$ cat src/rtl/mem_access_stage.sv
// MEM-stage data-memory controller: issues one registered request/ack access per
// EX/MEM entry, pauses the pipeline while it is outstanding, and returns the aligned, extended load word.
module mem_access_stage #(
  parameter int TIMEOUT = 255,
  parameter int CNT_W   = 16
) (
  input  logic        clk,
  input  logic        rst,
  input  logic        stall_i,
  input  logic [31:0] aluout_i,
  input  logic [31:0] rd2_i,
  input  logic [2:0]  memlen_i,
  input  logic        memwe_i,
  output logic [31:0] memrd_o,
  output logic        pause_o,
  output logic        misalign_o,
  output logic        buserr_o,
  output logic        dm_req,
  output logic        dm_we,
  output logic [31:0] dm_addr,
  output logic [3:0]  dm_be,
  output logic [31:0] dm_wdata,
  input  logic [31:0] dm_rdata,
  input  logic        dm_ack
);

  typedef enum logic [1:0] {S_IDLE, S_WAIT, S_DONE} state_t;

  localparam logic [CNT_W-1:0] CNT_LAST = CNT_W'(TIMEOUT - 1);

  state_t            state_q, state_d;
  logic              dm_req_q, dm_req_d;
  logic              dm_we_q, dm_we_d;
  logic [31:0]       dm_addr_q, dm_addr_d;
  logic [3:0]        dm_be_q, dm_be_d;
  logic [31:0]       dm_wdata_q, dm_wdata_d;
  logic [31:0]       memrd_q, memrd_d;
  logic [CNT_W-1:0]  cnt_q, cnt_d;
  logic [1:0]        lane_q, lane_d;
  logic [2:0]        len_q, len_d;
  logic              access, misalign, timeout_hit;

  function automatic logic [3:0] lane_be(input logic [1:0] len, input logic [1:0] a);
    case (len)
      2'b01:   lane_be = 4'b0001 << a;
      2'b10:   lane_be = a[1] ? 4'b1100 : 4'b0011;
      default: lane_be = 4'b1111;
    endcase
  endfunction

  function automatic logic [31:0] lane_wdata(input logic [1:0] len, input logic [31:0] d);
    case (len)
      2'b01:   lane_wdata = {4{d[7:0]}};
      2'b10:   lane_wdata = {2{d[15:0]}};
      default: lane_wdata = d;
    endcase
  endfunction

  function automatic logic [31:0] load_extract(input logic [2:0] len, input logic [1:0] a,
                                               input logic [31:0] rd);
    logic [7:0]  b;
    logic [15:0] h;
    b = rd[{a, 3'b000} +: 8];
    h = a[1] ? rd[31:16] : rd[15:0];
    case (len[1:0])
      2'b01:   load_extract = len[2] ? {24'd0, b} : {{24{b[7]}}, b};
      2'b10:   load_extract = len[2] ? {16'd0, h} : {{16{h[15]}}, h};
      default: load_extract = rd;
    endcase
  endfunction

  assign access   = memlen_i[1:0] != 2'b00;
  assign misalign = ((memlen_i[1:0] == 2'b10) && aluout_i[0]) ||
                    ((memlen_i[1:0] == 2'b11) && (aluout_i[1:0] != 2'b00));
  // ack takes priority over an expiring counter
  assign timeout_hit = (state_q == S_WAIT) && !dm_ack && (cnt_q == CNT_LAST);

  always_ff @(posedge clk or negedge rst) begin
    if (!rst) begin
      state_q    <= S_IDLE;
      dm_req_q   <= 1'b0;
      dm_we_q    <= 1'b0;
      dm_addr_q  <= '0;
      dm_be_q    <= '0;
      dm_wdata_q <= '0;
      memrd_q    <= '0;
      cnt_q      <= '0;
      lane_q     <= '0;
      len_q      <= '0;
    end else begin
      state_q    <= state_d;
      dm_req_q   <= dm_req_d;
      dm_we_q    <= dm_we_d;
      dm_addr_q  <= dm_addr_d;
      dm_be_q    <= dm_be_d;
      dm_wdata_q <= dm_wdata_d;
      memrd_q    <= memrd_d;
      cnt_q      <= cnt_d;
      lane_q     <= lane_d;
      len_q      <= len_d;
    end
  end

  always_comb begin
    state_d    = state_q;
    dm_req_d   = dm_req_q;
    dm_we_d    = dm_we_q;
    dm_addr_d  = dm_addr_q;
    dm_be_d    = dm_be_q;
    dm_wdata_d = dm_wdata_q;
    memrd_d    = memrd_q;
    cnt_d      = cnt_q;
    lane_d     = lane_q;
    len_d      = len_q;
    case (state_q)
      S_IDLE: begin
        if (access && !misalign) begin
          dm_req_d   = 1'b1;
          dm_we_d    = memwe_i;
          dm_addr_d  = {aluout_i[31:2], 2'b00};
          dm_be_d    = lane_be(memlen_i[1:0], aluout_i[1:0]);
          dm_wdata_d = lane_wdata(memlen_i[1:0], rd2_i);
          cnt_d      = '0;
          lane_d     = aluout_i[1:0];
          len_d      = memlen_i;
          state_d    = S_WAIT;
        end
      end
      S_WAIT: begin
        cnt_d = cnt_q + 1'b1;
        if (dm_ack) begin
          dm_req_d = 1'b0;
          memrd_d  = dm_we_q ? 32'd0 : load_extract(len_q, lane_q, dm_rdata);
          state_d  = S_DONE;
        end else if (timeout_hit) begin
          dm_req_d = 1'b0;
          memrd_d  = 32'd0;
          state_d  = S_DONE;
        end
      end
      S_DONE: begin
        if (!stall_i) state_d = S_IDLE;
      end
      default: state_d = S_IDLE;
    endcase
  end

  always_comb begin
    pause_o    = 1'b0;
    misalign_o = 1'b0;
    buserr_o   = 1'b0;
    memrd_o    = 32'd0;
    case (state_q)
      S_IDLE: begin
        pause_o    = access && !misalign;
        misalign_o = access && misalign;
      end
      S_WAIT: begin
        pause_o  = 1'b1;
        buserr_o = timeout_hit;
      end
      S_DONE:  memrd_o = memrd_q;
      default: ;
    endcase
  end

  assign dm_req   = dm_req_q;
  assign dm_we    = dm_we_q;
  assign dm_addr  = dm_addr_q;
  assign dm_be    = dm_be_q;
  assign dm_wdata = dm_wdata_q;

endmodule
$ cat config.mk
export PLATFORM = sky130hd
export DESIGN_NAME = mem_access_stage
export DESIGN_NICKNAME = d
export VERILOG_FILES = /design/src/rtl/mem_access_stage.sv
export SDC_FILE = /design/constraint.sdc
export NUM_CORES = 1
export LEC_CHECK = 0
export ABC_AREA = 0
export ABC_CLOCK_PERIOD_IN_PS = 2000
export BUFFER_PORTS_ARGS = -buffer_cell sky130_fd_sc_hd__buf_4
export CAP_MARGIN = 20
export CORE_MARGIN = 2
export CORE_UTILIZATION = 40
export DETAILED_ROUTE_END_ITERATION = 10
export PLACE_DENSITY = 0.71
export SYNTH_ARGS = -nofsm -noshare
export SYNTH_HDL_FRONTEND = slang
export SYNTH_SLANG_ARGS = --single-unit
export TNS_END_PERCENT = 100
$ cat constraint.sdc
create_clock -name clk -period 2 [get_ports clk]
set_input_delay 0.6 -clock clk [delete_from_list [all_inputs] [get_ports clk]]
set_output_delay 0.6 -clock clk [all_outputs]
set_load 0.02 [all_outputs]
Yosys cells after proc, flatten, opt, wreduce, memory -nomap -nowiden
Index checks and enable logic that the tools add are counted.
{"block": "totals", "word_cells": 68, "out_inout_bits": 105, "ff_bits": 123, "in_bits": 104}
{"block": "op_classes", "muxes": 25, "reduce_logical": 19, "n_shift": 2, "add_sub_neg": 1, "n_eq_ne": 11}
{"cell": "32-bit 2-to-1 mux", "count": 6}
{"cell": "32-bit case mux with 2 select lines", "count": 2}
{"cell": "16-bit 2-to-1 mux", "count": 2}
{"cell": "16-bit case mux with 2 select lines", "count": 1}
{"cell": "32-bit by 6-bit variable part select with 8-bit output", "count": 1}
{"cell": "16-bit by 1-bit adder with 16-bit output (second input constant)", "count": 1}
{"cell": "16-bit by 8-bit == test with 1-bit output (second input constant)", "count": 1}
{"cell": "2-bit == test (second input constant)", "count": 4}
{"cell": "2-bit 2-to-1 mux", "count": 4}
{"cell": "4-bit case mux with 2 select lines", "count": 1}
{"cell": "2-bit nonzero test", "count": 4}
{"cell": "2-bit by 1-bit == test with 1-bit output (second input constant)", "count": 3}
{"cell": "1-bit logical AND", "count": 6}
{"cell": "2-bit case mux with 3 select lines", "count": 1}
{"cell": "2-bit AND reduction", "count": 3}
{"cell": "3-bit AND reduction", "count": 2}
{"cell": "1-bit 2-to-1 mux", "count": 5}
{"cell": "4-bit 2-to-1 mux", "count": 1}
{"cell": "2-bit != test (second input constant)", "count": 2}
{"cell": "1-bit case mux with 2 select lines", "count": 2}
{"cell": "1-bit by 2-bit << shifter with 4-bit output (first input constant)", "count": 1}
{"cell": "3-bit != test (second input constant)", "count": 1}
{"cell": "1-bit zero test", "count": 2}
{"cell": "2-bit zero test", "count": 1}
{"cell": "1-bit logical OR", "count": 1}

Logic depth before layout (Yosys ltp)
Gate-level depths: netlist of run 1.
{"block": "logic_depth", "ltp_word": 7, "ltp_mapped": 9, "mapped_depth_nobuf": 6}

Least setup slack after synthesis of run 1
No wires, ideal clock.
{"block": "synth_path", "kind": "register to output", "startpoint": "register cnt_q[8]", "endpoint": "output port buserr_o", "arrival_ps": 1772, "path_buffers": 0, "path_stages_with_launch": 4, "path_slack_ps": -372, "cell_sequence": "dfrtp_1 -> or4_4 -> nor4_4 -> nor3b_1"}
{"block": "synth_between", "elab_chain_cells": 3}
{"item": "start, declared", "line_no": "38", "rtl": "logic [CNT_W-1:0] cnt_q, cnt_d;"}
{"item": "start signal, assigned", "line_no": "98", "rtl": "cnt_q <= cnt_d;"}
{"item": "16-bit by 8-bit == test with 1-bit output", "line_no": "76", "rtl": "assign timeout_hit = (state_q == S_WAIT) && !dm_ack && (cnt_q == CNT_LAST);"}
{"item": "1-bit logical AND", "line_no": "76"}
{"item": "1-bit 2-to-1 mux", "line_no": "153", "rtl": "case (state_q)"}
{"item": "end, declared", "line_no": "17", "rtl": "output logic buserr_o,"}
Every way passes these cells.

Final worst setup path of run 1
{"block": "layout_path", "startpoint": "register cnt_q[12]", "endpoint": "output port buserr_o"}
The elaborated chain is that of the path after synthesis.

==> results of run 1 <==
-- kinds of logic (layout without fill, tap and decap cells) --
logic type / Yosys count / in the layout / share of synthesized area
other: 1 / 2 / 0.0006264
AO/OA/AOI/OAI: 150 / 150 / 0.1866
buffers and inverters: 66 / 350 / 0.04681
flip-flops: 123 / 123 / 0.5141
adder cells (fa/ha/maj): 8 / 8 / 0.01672
AND/OR/NAND/NOR: 280 / 280 / 0.2132
multiplexers: 12 / 12 / 0.02194
-- flip-flops by register name (all words and copies together) (netlist names), 2 cells and up --
name      cells
dm_be         4
memrd_q      32
dm_wdata     32
state_q       2
dm_addr      30
len_q         3
cnt_q        16
lane_q        2
-- per-layer routing --
metal	GRT usage	vias to the layer above	part of all wire	wire (um)
met5	0	-	0	0
met4	0.09114	0	0.027	518
met3	0.06453	42	0.083	1619
met2	0.3753	301	0.49	9494
met1	0.2998	2840	0.40	7915
li1	-	2782	-	-
-- synth_stat cells (all sizes together), types with 4 or more instances --
cell	count	area (um2)
o21ai	32	163.9
mux2	9	101.4
nand4	5	31.28
a221o	24	240.2
o31ai	11	82.58
a22o	8	70.07
a221oi	23	201.4
nand2	155	581.8
ha	8	100.1
nor2	46	172.7
nor2b	4	25.02
a31oi	5	31.28
inv	19	71.32
a32o	7	70.07
clkbuf	33	123.9
buf	13	81.32
dfrtp	123	3078
nand3	4	20.02
and2	44	275.3
a21oi	27	135.1
-- worst max-delay path, stage by stage (launching register included) --
cell and delay (ns):
dfrtp_1 0.38, or4_4 0.54, nor4_4 0.17, nor3b_4 0.23, buf_6 0.14
-- final cells by class --
cell class / instances / area share
Sequential cell: 123 / 0.3268
Clock inverter: 12 / 0.01553
Multi-Input combinational cell: 452 / 0.3028
Tap cell: 184 / 0.02443
Clock buffer: 20 / 0.04845
Timing Repair Buffer: 298 / 0.2740
Inverter: 20 / 0.007965
-- timing repair --
item	in CTS	in global routing
pin swaps	26	41
cloned	3	5
setup endpoints to repair	53	76
setup buffers	10	20
gates resized for setup	54	78
-- placed cells by master (no fill, tap or decap), types with 3 or more instances in the layout --
cell,n
inv_1,16
a31oi_1,4
dfrtp_1,121
a21oi_1,27
o31ai_1,11
nand3_1,3
nand2b_1,3
clkbuf_16,19
buf_6,54
inv_2,3
o21ai_1,5
buf_4,233
nor2_1,44
buf_12,8
o21ai_0,24
and2_1,12
a221oi_1,23
clkinvlp_4,3
and2_4,32
nand2_1,154
mux2i_1,3
bufinv_16,3
mux2_2,9
clkinv_2,5
a221o_1,24
a22o_1,8
nand4_1,5
ha_1,5
a32o_1,7
-- worst max-delay path by stage --
stage / end / start / slack [ns]
finish: buserr_o / cnt_q[12]$_DFFE_PN0P_ / -0.47
global route: buserr_o / cnt_q[12]$_DFFE_PN0P_ / -0.52
CTS: buserr_o / cnt_q[12]$_DFFE_PN0P_ / -0.49
detailed placement: memrd_q[25]$_DFFE_PN0P_ / dm_rdata[31] / -0.14
global placement: pause_o / memlen_i[0] / -0.09
floorplan: buserr_o / cnt_q[12]$_DFFE_PN0P_ / -0.06
-- metrics by stage --
| step | instances | power (uW) |
|---|---|---|
| after global placement | 1045 | 10020 |
| after detailed placement | 1045 | 10110 |
| after global routing | 1109 | 14990 |
| after floorplan | 641 | 7546 |
| after CTS | 1090 | 13710 |
| final | 1109 | 14160 |
-- power by group --
group / leakage, uW / total [uW] / switching [uW] / internal (uW)
combinational: 0.00284 / 6800 / 3650 / 3150
clock: 0.000292 / 3160 / 1150 / 2010
sequential: 0.00155 / 4200 / 677 / 3520
==> results.py, run 1 <==
metrics = {
    "status": {
        "outcome": "finished with violations",
        "violations": "setup timing",
    },
    "place": {
        "gp_congestion": 0.8740,
        "pre_cts_ws_ns": -0.1382,
        "port_buffers": 206,
        "hpwl_um": 12960,
        "dpl-instance-area_um2": 8133,
    },
    "global_routing": {
        "grt-ovfl-total": 0,
        "grt_max_degree": 73,
        "antenna_found_initial": 0,
        "grt_usage": 0.2331,
        "grt_pass1_vias": 5687,
        "grt_pass1_wl_um": 29600,
    },
    "sta": {
        "fin_skew_ns": 0.01023,
        "drv_slew": 0,
        "fmax_ghz": 0.4052,
        "finalSetupViolCount": 59,
        "worst_slack_ns": -0.4681,
        "rsz0062_at_grt": "yes",
        "tightest_slew_ns": 0.5452,
        "hold_viol_final": 0,
        "fin_crit_ns": 2.468,
        "period_share": 1.234,
        "relSlewSlack": 0.6352,
        "holdWs_ns": 0.1923,
        "fin_tns_setup_ns": -7.556,
    },
    "clock_network": {
        "cts.clk_slew.worst_paths_ns": 0.05,
        "cts_tree": "yes",
        "htreeDepth": 4,
        "cts_buffers": 17,
        "cts_buffer_depth": 2,
        "clock-sinks": 123,
        "insertion_delay_ns": 0.42,
        "cts_hold_buffers": 0,
        "clock-root-buffer": "clkbuf_16",
    },
    "job": {
        "maxCapViolations": 0,
    },
    "die": {
        "ios": 209,
        "core_region_area_um2": 14590,
        "dieArea_um2": 15960,
        "die_y_um": 126.3,
        "fp.dieW_um": 126.3,
        "rows": 44,
        "start_util": 0.4104,
    },
    "critical_path": {
        "rr_startpoint": "cnt_q[12]$_DFFE_PN0P_",
        "rrSetupSlack_ns": -0.12,
        "criticalPathCategory": "reg -> out",
        "worstReg2RegEnd": "memrd_q[2]$_DFFE_PN0P_",
        "cp_max_fo": 2,
        "cp-start-kind": "register",
        "end_kind": "output pin",
        "critPathArrivalTime_ns": 1.87,
        "required_ns": 1.40,
        "r2r_cells": 7,
    },
    "routing": {
        "via_count": 5965,
        "drc": 0,
        "detail_route.vias_per_cell": 5.379,
        "drtIter0Drc": 589,
        "wl_um": 19550,
        "final_antenna_net_count": 0,
        "dr.pass1.iters": 5,
        "wl_per_cell_um": 17.63,
    },
    "layout": {
        "n_fill_cell": 1136,
        "drive_gt1_frac": 0.4335,
        "final-seq-area_um2": 3080,
        "multi_input_area_um2": 2854,
        "stdcell_area_um2": 9425,
        "final_core_util": 0.6461,
        "syn2layout_area_growth_pct": 57.43,
        "antenna_cells": 0,
        "fin_nets": 1024,
    },
    "pwr": {
        "power.leakage_uw": 0.004676,
        "ir_drop_uv": 765.9,
        "p_per_area_nw_per_um2": 1503,
    },
    "synthesis": {
        "yosysWarnings": 0,
        "syn_inst": 640,
        "async_flop_share": 1.000,
        "synth_edf_count": 0,
        "synth_seq_cells": 123,
        "avgSynthCellArea_um2": 9.355,
        "synthesis.area_um2": 5987,
        "synth_ff_type": "dfrtp_1",
        "synth.distinct_cells": 52,
        "yosysSeqAreaShare": 0.5141,
    },
    "hold_path": {
        "hold_path_class": "in -> async",
    },
}
Power figures use the tool's default switching activity.
==> inputs of run 2 (changes only) <==
- SKIP_LAST_GASP: unset -> 1
==> run 2 against run 1 <==
  * The run still ends with setup timing left
  * Worst setup slack worse by 0.011 ns
  * Maximum frequency is 0.44% lower
  * Sequential power hardly changed
  * Count of clock-buffer cells in the layout stayed put
  * Critical endpoint unchanged
  * Global-route usage is 0.075 points lower
  * Cell area is 1.1% lower
  * Combinational power is 2% lower
  * Critical path depth stayed put
==> results.py, run 2 (synthesis gave the netlist of run 1 again) <==
metrics = {
    "status": {
        "outcome": "finished with violations",
        "violations": "setup timing",
    },
    "global_routing": {
        "grt_pass1_vias": 5644,
        "grt-ovfl-total": 0,
        "antenna_found_initial": 0,
        "grt_usage": 0.2323,
        "grt_pass1_wl_um": 29480,
        "grt_max_degree": 73,
    },
    "die": {
        "core_region_area_um2": 14590,
        "fp.dieW_um": 126.3,
        "die_y_um": 126.3,
        "start_util": 0.4104,
        "ios": 209,
        "dieArea_um2": 15960,
        "rows": 44,
    },
    "routing": {
        "wl_per_cell_um": 17.43,
        "dr.pass1.iters": 5,
        "final_antenna_net_count": 0,
        "detail_route.vias_per_cell": 5.325,
        "via_count": 5857,
        "wl_um": 19180,
        "drc": 0,
        "drtIter0Drc": 465,
    },
    "critical_path": {
        "endpoint": "buserr_o",
        "rr_startpoint": "cnt_q[12]$_DFFE_PN0P_",
        "cp-start-kind": "register",
        "required_ns": 1.40,
        "critPathArrivalTime_ns": 1.88,
        "cp-startpoint": "cnt_q[12]$_DFFE_PN0P_",
        "criticalPathCategory": "reg -> out",
        "cp_max_fo": 2,
        "worstReg2RegEnd": "memrd_q[22]$_DFFE_PN0P_",
        "end_kind": "output pin",
        "r2r_cells": 6,
        "rrSetupSlack_ns": -0.06,
    },
    "layout": {
        "drive_gt1_frac": 0.4236,
        "final_common_cell": "buf_4",
        "multi_input_area_um2": 2835,
        "n_fill_cell": 1155,
        "stdcell_area_um2": 9319,
        "final_cell_mix": "buf_4, nand2_1, dfrtp_1, nor2_1, buf_6",
        "antenna_cells": 0,
        "final-seq-area_um2": 3080,
        "fin_nets": 1015,
        "syn2layout_area_growth_pct": 55.65,
        "final_cells": 1100,
    },
    "clock_network": {
        "htreeDepth": 4,
        "cts_buffer_depth": 2,
        "clock-root-buffer": "clkbuf_16",
        "clock-sinks": 123,
        "insertion_delay_ns": 0.42,
        "cts.clk_slew.worst_paths_ns": 0.05,
        "cts_buffers": 17,
        "cts_hold_buffers": 0,
        "cts_tree": "yes",
    },
    "pwr": {
        "p_per_area_nw_per_um2": 1503,
        "power.leakage_uw": 0.004630,
        "ir_drop_uv": 765.2,
        "power_uw": 14010,
    },
    "hold_path": {
        "hold_path_class": "in -> async",
    },
    "sta": {
        "tightest_slew_ns": 0.5444,
        "holdWs_ns": 0.1905,
        "drv_slew": 0,
        "rsz0062_at_grt": "yes",
        "hold_viol_final": 0,
        "fin_crit_ns": 2.479,
        "finalSetupViolCount": 58,
        "relSlewSlack": 0.6357,
        "fin_skew_ns": 0.009124,
        "period_share": 1.240,
        "worst_slack_ns": -0.4791,
        "fmax_ghz": 0.4034,
    },
    "place": {
        "dpl-instance-area_um2": 8133,
        "dp.cells": 1045,
        "hpwl_um": 12960,
        "port_buffers": 206,
        "gp_congestion": 0.8740,
    },
    "job": {
        "maxCapViolations": 0,
    },
}
[run 2: through the flow]
stage	worst slack (ns)	util	setup TNS, ns
floorplan	-0.06096	-	-0.06096
global placement	-0.09132	0.5575	-2.639
detailed placement	-0.1382	0.5575	-6.069
CTS	-0.4932	0.6158	-6.558
global route	-0.5459	0.6388	-9.546
finish	-0.4791	0.6388	-6.687
[run 2: critical path, stage by stage, from the launching register on]
cell and delay, ns:
dfrtp_1 0.37, or4_4 0.54, nor4_4 0.17, nor3b_4 0.24
buf_6 0.14
[run 2: layer usage]
metal  global-route usage  up-vias  routed length, um
li1                     -     2762                  -
met1               0.2923     2800               7756
met2               0.3765      255               9345
met3              0.07212       40               1589
met4              0.08920        0                488
met5                    0        -                  0
[run 2: power breakdown]
group          internal (uW)  total [uW]  switching, uW
logic                   3050        6650           3600
registers               3520        4200            680
clock network           2010        3150           1140
[run 2: how the worst min path moves through the flow]
| stage | start | cells past startpoint | endpoint | slack [ns] |
|---|---|---|---|---|
| 6_report | rst | 2 | cnt_q[0]$_DFFE_PN0P_ | 0.19 |
| 5_1_grt | rst | 2 | cnt_q[10]$_DFFE_PN0P_ | 0.20 |
| 4_1_cts | rst | 2 | cnt_q[10]$_DFFE_PN0P_ | 0.19 |
| 3_5_place_dp | dm_be[3]$_DFFE_PN0P_ | 2 | dm_be[3]$_DFFE_PN0P_ | 0.46 |
| 3_3_place_gp | dm_be[3]$_DFFE_PN0P_ | 2 | dm_be[3]$_DFFE_PN0P_ | 0.45 |
| 2_1_floorplan | rst | 0 | cnt_q[0]$_DFFE_PN0P_ | 0.30 |
[run 2: cell type report]
cell class / instances / area share
Sequential cell: 123 / 0.3306
Timing Repair Buffer: 289 / 0.2677
Clock buffer: 20 / 0.04901
Tap cell: 184 / 0.02470
Clock inverter: 12 / 0.01571
Multi-Input combinational cell: 452 / 0.3042
Inverter: 20 / 0.008056
[run 2: what timing repair did]
action                     4_1_cts  5_1_grt
resized for setup               23       93
cloned                           3        5
pin swaps                        4       60
buffers inserted                10        8
setup endpoints to repair       53       77
